**config.mk**
```make
export PLATFORM = sky130hd
export DESIGN_NAME = bcd_scan_ctrl
export DESIGN_NICKNAME = d
export VERILOG_FILES = /design/src/rtl/bcd_scan_pkg.sv /design/src/rtl/bcd_scan_ctrl.sv
export SDC_FILE = /design/constraint.sdc
export NUM_CORES = 1
export LEC_CHECK = 0
export CAP_MARGIN = 20
export CORE_ASPECT_RATIO = 1.1
export CORE_MARGIN = 3
export CORE_UTILIZATION = 55
export DETAILED_ROUTE_END_ITERATION = 8
export DONT_BUFFER_PORTS = 1
export MAX_ROUTING_LAYER = met4
export PLACE_DENSITY = 0.79
export SYNTH_ARGS = -nofsm -noshare
export SYNTH_HDL_FRONTEND = slang
export SYNTH_SLANG_ARGS = --single-unit
export TNS_END_PERCENT = 30
```
**constraint.sdc**
```tcl
create_clock -name clk -period 3.4 [get_ports clk]
set_input_delay 0.34 -clock clk [delete_from_list [all_inputs] [get_ports clk]]
set_output_delay 0.34 -clock clk [all_outputs]
set_load 0.02 [all_outputs]
```
**src/rtl/bcd_scan_pkg.sv**
```systemverilog
// -----------------------------------------------------------------------------
// bcd_scan_pkg
// Shared definitions for the multiplexed BCD indicator scan controller.
//   state_e   : scan FSM states (IDLE, SHOW, GAP)
//   BCD_MAX   : largest code the downstream 4-to-10 decoder can display
//   bcd_valid : 1 when a 4-bit code is a displayable decimal digit
// -----------------------------------------------------------------------------
package bcd_scan_pkg;

   typedef enum logic [1:0] {
      IDLE = 2'd0,
      SHOW = 2'd1,
      GAP  = 2'd2
   } state_e;

   localparam logic [3:0] BCD_MAX = 4'd9;

   function automatic logic bcd_valid(input logic [3:0] code);
      return (code <= BCD_MAX);
   endfunction

endpackage

```
**src/rtl/bcd_scan_ctrl.sv**
```systemverilog
// -----------------------------------------------------------------------------
// bcd_scan_ctrl
// Time-multiplexed scan controller for a DIGITS-digit decimal indicator that
// shares one active-low BCD-to-decimal decoder. A packed BCD frame is accepted
// over valid/ready into a pending (shadow) buffer, swapped into the active
// buffer at frame boundaries, and presented one digit at a time for DWELL
// cycles, separated by BLANK dark cycles.
//
// Ports
//   clk          rising-edge clock
//   rst_n        asynchronous active-low reset
//   en           scan enable; low forces the display dark (frame is kept)
//   in_valid     frame offered
//   in_ready     pending buffer free
//   in_bcd       packed frame, digit 0 in bits [3:0]
//   bcd_out      code to decoder {D,C,B,A}
//   bcd_en       decoder output enable (low = all decoder lines inactive)
//   digit_sel_n  active-low digit select, one-cold or all ones
//   err          active frame contains a code above 9 (updated on each load)
//   busy         a frame is being scanned
// All outputs are registered.
// -----------------------------------------------------------------------------
module bcd_scan_ctrl
   import bcd_scan_pkg::*;
#(
   parameter int DIGITS = 4,
   parameter int DWELL  = 1000,
   parameter int BLANK  = 16
) (
   input  logic                  clk,
   input  logic                  rst_n,
   input  logic                  en,
   input  logic                  in_valid,
   output logic                  in_ready,
   input  logic [4*DIGITS-1:0]   in_bcd,
   output logic [3:0]            bcd_out,
   output logic                  bcd_en,
   output logic [DIGITS-1:0]     digit_sel_n,
   output logic                  err,
   output logic                  busy
);

   localparam int CNT_MAX = (DWELL > BLANK) ? DWELL : BLANK;
   localparam int CNT_W   = $clog2(CNT_MAX);
   localparam int IDX_W   = $clog2(DIGITS);

   localparam logic [CNT_W-1:0] DWELL_LD = CNT_W'(DWELL - 1);
   localparam logic [CNT_W-1:0] BLANK_LD = CNT_W'(BLANK - 1);
   localparam logic [IDX_W-1:0] LAST_IDX = IDX_W'(DIGITS - 1);
   localparam logic [DIGITS-1:0] SEL_ONE = {{(DIGITS-1){1'b0}}, 1'b1};

   // 1 when any digit of a frame cannot be shown by the decoder.
   function automatic logic frame_has_err(input logic [4*DIGITS-1:0] f);
      logic r;
      r = 1'b0;
      for (int i = 0; i < DIGITS; i++) begin
         if (!bcd_valid(f[4*i +: 4])) r = 1'b1;
      end
      return r;
   endfunction

   state_e                state_q, state_d;
   logic [CNT_W-1:0]      cnt_q, cnt_d;
   logic [IDX_W-1:0]      idx_q, idx_d;
   logic                  pending_full_q, pending_full_d;
   logic                  frame_held_q, frame_held_d;
   logic [4*DIGITS-1:0]   active_q, active_d;
   logic [4*DIGITS-1:0]   pending_q, pending_d;
   logic                  in_ready_q, in_ready_d;
   logic [3:0]            bcd_out_q, bcd_out_d;
   logic                  bcd_en_q, bcd_en_d;
   logic [DIGITS-1:0]     digit_sel_n_q, digit_sel_n_d;
   logic                  err_q, err_d;
   logic                  busy_q, busy_d;

   logic                  accept;
   logic                  load;
   logic [3:0]            code_d;

   // Next-state: FSM, buffers, and the registered outputs derived from the
   // next state so that what the outputs show always matches the new state.
   always_comb begin
      state_d        = state_q;
      cnt_d          = cnt_q;
      idx_d          = idx_q;
      pending_full_d = pending_full_q;
      frame_held_d   = frame_held_q;
      active_d       = active_q;
      pending_d      = pending_q;
      err_d          = err_q;
      load           = 1'b0;
      code_d         = 4'd0;

      // in_ready is registered as !pending_full, so this is the live handshake.
      accept = in_valid && in_ready_q;

      if (!en) begin
         state_d = IDLE;
      end else begin
         unique case (state_q)
            IDLE: begin
               // A held frame lets the scan restart after en was dropped.
               if (pending_full_q || frame_held_q) begin
                  load    = pending_full_q;
                  idx_d   = '0;
                  cnt_d   = DWELL_LD;
                  state_d = SHOW;
               end
            end
            SHOW: begin
               if (cnt_q == '0) begin
                  cnt_d   = BLANK_LD;
                  state_d = GAP;
               end else begin
                  cnt_d = cnt_q - 1'b1;
               end
            end
            GAP: begin
               if (cnt_q == '0) begin
                  cnt_d   = DWELL_LD;
                  state_d = SHOW;
                  if (idx_q == LAST_IDX) begin
                     // Frame boundary: the only point a new frame may enter.
                     idx_d = '0;
                     load  = pending_full_q;
                  end else begin
                     idx_d = idx_q + 1'b1;
                  end
               end else begin
                  cnt_d = cnt_q - 1'b1;
               end
            end
            default: state_d = IDLE;
         endcase
      end

      // load needs pending full and accept needs it empty, so they never
      // collide on the same edge.
      if (load) begin
         active_d       = pending_q;
         pending_full_d = 1'b0;
         frame_held_d   = 1'b1;
         err_d          = frame_has_err(pending_q);
      end
      if (accept) begin
         pending_d      = in_bcd;
         pending_full_d = 1'b1;
      end

      in_ready_d = !pending_full_d;
      busy_d     = (state_d != IDLE);

      if (state_d == SHOW) begin
         code_d        = active_d[4*int'(idx_d) +: 4];
         bcd_out_d     = code_d;
         bcd_en_d      = bcd_valid(code_d);
         digit_sel_n_d = ~(SEL_ONE << idx_d);
      end else begin
         // Dark: decoder disabled, no digit selected, code left unchanged.
         bcd_out_d     = bcd_out_q;
         bcd_en_d      = 1'b0;
         digit_sel_n_d = '1;
      end
   end

   // Control and output registers.
   always_ff @(posedge clk or negedge rst_n) begin
      if (!rst_n) begin
         state_q        <= IDLE;
         cnt_q          <= '0;
         idx_q          <= '0;
         pending_full_q <= 1'b0;
         frame_held_q   <= 1'b0;
         in_ready_q     <= 1'b1;
         bcd_out_q      <= 4'd0;
         bcd_en_q       <= 1'b0;
         digit_sel_n_q  <= '1;
         err_q          <= 1'b0;
         busy_q         <= 1'b0;
      end else begin
         state_q        <= state_d;
         cnt_q          <= cnt_d;
         idx_q          <= idx_d;
         pending_full_q <= pending_full_d;
         frame_held_q   <= frame_held_d;
         in_ready_q     <= in_ready_d;
         bcd_out_q      <= bcd_out_d;
         bcd_en_q       <= bcd_en_d;
         digit_sel_n_q  <= digit_sel_n_d;
         err_q          <= err_d;
         busy_q         <= busy_d;
      end
   end

   // Frame buffers: contents are qualified by pending_full/frame_held, so
   // they need no reset.
   always_ff @(posedge clk) begin
      active_q  <= active_d;
      pending_q <= pending_d;
   end

   assign in_ready    = in_ready_q;
   assign bcd_out     = bcd_out_q;
   assign bcd_en      = bcd_en_q;
   assign digit_sel_n = digit_sel_n_q;
   assign err         = err_q;
   assign busy        = busy_q;

endmodule

```
==> impl_metrics.json <==
{
  "worstPathArrival_ns": 3.32,
  "die-area_sq_um": 5620,
  "design_area_sq_um": 2910,
  "worst_slack_ns": 0.290,
  "worstMarginPinSlew_ns": 0.587,
  "min_period_ns": 3.11,
  "first_global_vias": 1684,
  "cp_common_cell": "mux2i_1",
  "path_cells": "inv_1 > ha_1 > or4b_1 > or3_1 > and3_1 > a211oi_2 > buf_4 > mux2i_1 > mux2i_1 > mux2_1",
  "critPathMaxStageDelay_ns": 0.54,
  "cp-endpoint": "bcd_out[3]",
  "rsz0062_at_grt": "no",
  "yosys_warnings": 0,
  "ys_types": 42,
  "num-nets-final": 253,
  "vias": 1655,
  "fp.dieW_um": 71.8,
  "syn_nets": 244,
  "io_buffer_count": 0,
  "dpl.hpwl_um": 3390,
  "io_pins": 32,
  "dp_cells": 267,
  "clock_skew_ns": 0.00725,
  "r2r_start": "cnt_q[1]",
  "diodes": 0,
  "end_kind": "flip-flop",
  "first_iter_violations": 67,
  "initial_core_util": 0.589,
  "clockBufferDepth": 2,
  "numCtsBuffers": 9,
  "clkSinkCount": 60,
  "setup_tns_ns": 0,
  "grt_overflow": 0,
  "fin_cells": 285,
  "timing.fmax_ghz": 0.322,
  "wire_per_inst_um": 16.5,
  "grt_pass1_wl_um": 7850,
  "hold_viol": 0,
  "fp.coreArea_sq_um": 4440,
  "required_ns": 3.61,
  "r2r_slack_ns": 0.29,
  "fin_util": 0.655,
  "whs_ns": 0.102,
  "clkLatencyLatePin_ns": 0.33,
  "cts_tree": "built",
  "cap_violations": 0,
  "worst-path-max-fanout": 11,
  "grt_antenna_before_repair": 0,
  "dp_slack_ns": 0.303,
  "cts_resized": 0,
  "final_layout_size_suffix_gt1_frac": 0.221,
  "cp-start-kind": "flip-flop",
  "finalSetupViolCount": 0,
  "viasPerCell": 5.81,
  "area_growth_pct": 11.2,
  "drv_slew": 0,
  "dr.pass1.iters": 4,
  "status": "finished, final reports clean",
  "p_per_area_nw_per_um2": 748,
  "routed_wl_um": 4710,
  "place_congestion": 0.859,
  "reg2regPathDepth": 10,
  "rows": 25,
  "leakage_nw": 1.26,
  "cts_root_buffer": "clkbuf_8",
  "htree_levels": 3,
  "place_area_sq_um": 2670,
  "post-cts-setup-buffer-count": 0,
  "power_mw": 2.18,
  "avgSynthCellArea_sq_um": 12.1,
  "post-route-period-util": 0.915,
  "route.detailed.drc": 0,
  "syn-cell-area_sq_um": 2620,
  "synth_cells": 217,
  "antenna_left": 0,
  "peakVddDrop_mv": 0.535,
  "timing.rr.end": "bcd_out[3]",
  "clk_pin_slew_ns": 0.07,
  "seq_area_frac_synth": 0.576,
  "crit_path_start": "cnt_q[1]",
  "grt_max_degree": 29,
  "crit_type": "flip-flop to flip-flop",
  "fp.dieH_um": 78.4,
  "cpMaxStageDelayCell": "or4b_1",
  "maxSlewHeadroom": 0.606,
  "synth-seq-cells": 60,
  "hold_class": "primary input to flip-flop",
  "grt_usage": 0.189
}
==> registers in the layout, summed over array words and instances, names as in the netlist <==
| register | count |
|---|---|
| active_q | 16 |
| bcd_en | 1 |
| bcd_out | 4 |
| busy | 1 |
| cnt_q | 10 |
| digit_sel_n | 4 |
| err | 1 |
| frame_held_q | 1 |
| idx_q | 2 |
| in_ready | 1 |
| pending_full_q | 1 |
| pending_q | 16 |
| state_q | 2 |
==> what timing repair did <==
item                       in CTS  in global routing
hold endpoints to repair       28                  0
setup endpoints to repair       0                  0
hold buffers                    2                  0
==> critical path: cells and delay by family, from the launching register on <==
kind,cells,cell delay [ns]
AO/OA/AOI/OAI,1,0.20
adder cells (fa/ha/maj),1,0.18
buffers and inverters,2,0.37
flip-flops,1,0.38
multiplexers,3,0.62
AND/OR/NAND/NOR,3,1.25
==> cells by family (layout without fill, tap and decap cells) <==
group,count (synthesis),in the layout,share of synthesized area
AO/OA/AOI/OAI,43,43,0.110
adder cells (fa/ha/maj),7,7,0.0335
buffers and inverters,17,31,0.0315
flip-flops,60,60,0.576
multiplexers,32,32,0.132
AND/OR/NAND/NOR,58,58,0.117
==> Yosys cell counts <==
library cell | n | area share
dfrtp_1 | 23 | 0.22
nor2_1 | 19 | 0.027
dfxtp_1 | 16 | 0.12
edfxtp_1 | 16 | 0.18
mux2_2 | 16 | 0.069
nand2_1 | 14 | 0.020
a21oi_1 | 13 | 0.025
mux2i_1 | 12 | 0.046
o21ai_0 | 11 | 0.021
inv_1 | 10 | 0.014
ha_1 | 7 | 0.033
dfstp_2 | 5 | 0.050
o22a_1 | 5 | 0.017
mux2_1 | 4 | 0.017
or2_2 | 4 | 0.0096
buf_2 | 3 | 0.0057
nor3_1 | 3 | 0.0057
o21a_1 | 3 | 0.0086
o31ai_1 | 3 | 0.0086
a31oi_1 | 2 | 0.0048
buf_6 | 2 | 0.0086
clkbuf_1 | 2 | 0.0029
nand3_1 | 2 | 0.0038
nand3b_1 | 2 | 0.0057
nor4_1 | 2 | 0.0048
o21ai_1 | 2 | 0.0038
a211oi_1 | 1 | 0.0029
a211oi_2 | 1 | 0.0048
a41oi_4 | 1 | 0.011
and2_4 | 1 | 0.0033
and3_1 | 1 | 0.0024
and3b_1 | 1 | 0.0033
and4_1 | 1 | 0.0033
nand4_1 | 1 | 0.0024
nor2b_1 | 1 | 0.0024
nor3_4 | 1 | 0.0062
nor3b_1 | 1 | 0.0029
o31a_1 | 1 | 0.0033
or3_1 | 1 | 0.0024
or4_2 | 1 | 0.0033
or4_4 | 1 | 0.0043
or4b_1 | 1 | 0.0038
==> final cells by class <==
class / count / area [sq um]
Clock inverter: 7 / 90.1
Multi-Input combinational cell: 140 / 1030
Clock buffer: 9 / 124
Sequential cell: 60 / 1510
Timing Repair Buffer: 5 / 52.6
Fill cell: 337 / 1530
Tap cell: 54 / 67.6
Inverter: 10 / 37.5
==> worst min path at each step <==
stage	end	cells after the start	startpoint	slack, ns
3_3_place_gp	cnt_q[6]	0	rst_n	0.05
5_1_grt	pending_q[1]	0	in_bcd[1]	0.08
6_report	pending_q[6]	0	in_bcd[6]	0.10
2_1_floorplan	bcd_en	0	rst_n	0.04
3_5_place_dp	cnt_q[6]	0	rst_n	0.05
4_1_cts	pending_q[7]	0	in_bcd[7]	0.08
==> layout by cell type, fill, tap and decap left out, drive strengths merged, types with 7 or more instances in the layout <==
master	netlist	layout
dfrtp	23	23
mux2	20	20
nor2	19	19
dfxtp	16	16
edfxtp	16	16
nand2	14	14
a21oi	13	13
o21ai	13	13
mux2i	12	12
inv	10	11
clkbuf	2	9
ha	7	7
==> layer usage <==
layer  GRT usage  vias to the layer above  wire length, um
met2       0.312                       44             2470
met3      0.0602                        6              201
li1            -                      800                -
met5           -                        -                0
met1       0.203                      805             1960
met4      0.0977                        0               74
==> where the power goes <==
part           internal, mW  switching, mW  leakage (nW)
Sequential            0.955          0.150         0.605
Combinational         0.189          0.198         0.549
Clock                 0.410          0.275         0.107
(Power assumes the default switching activity.)
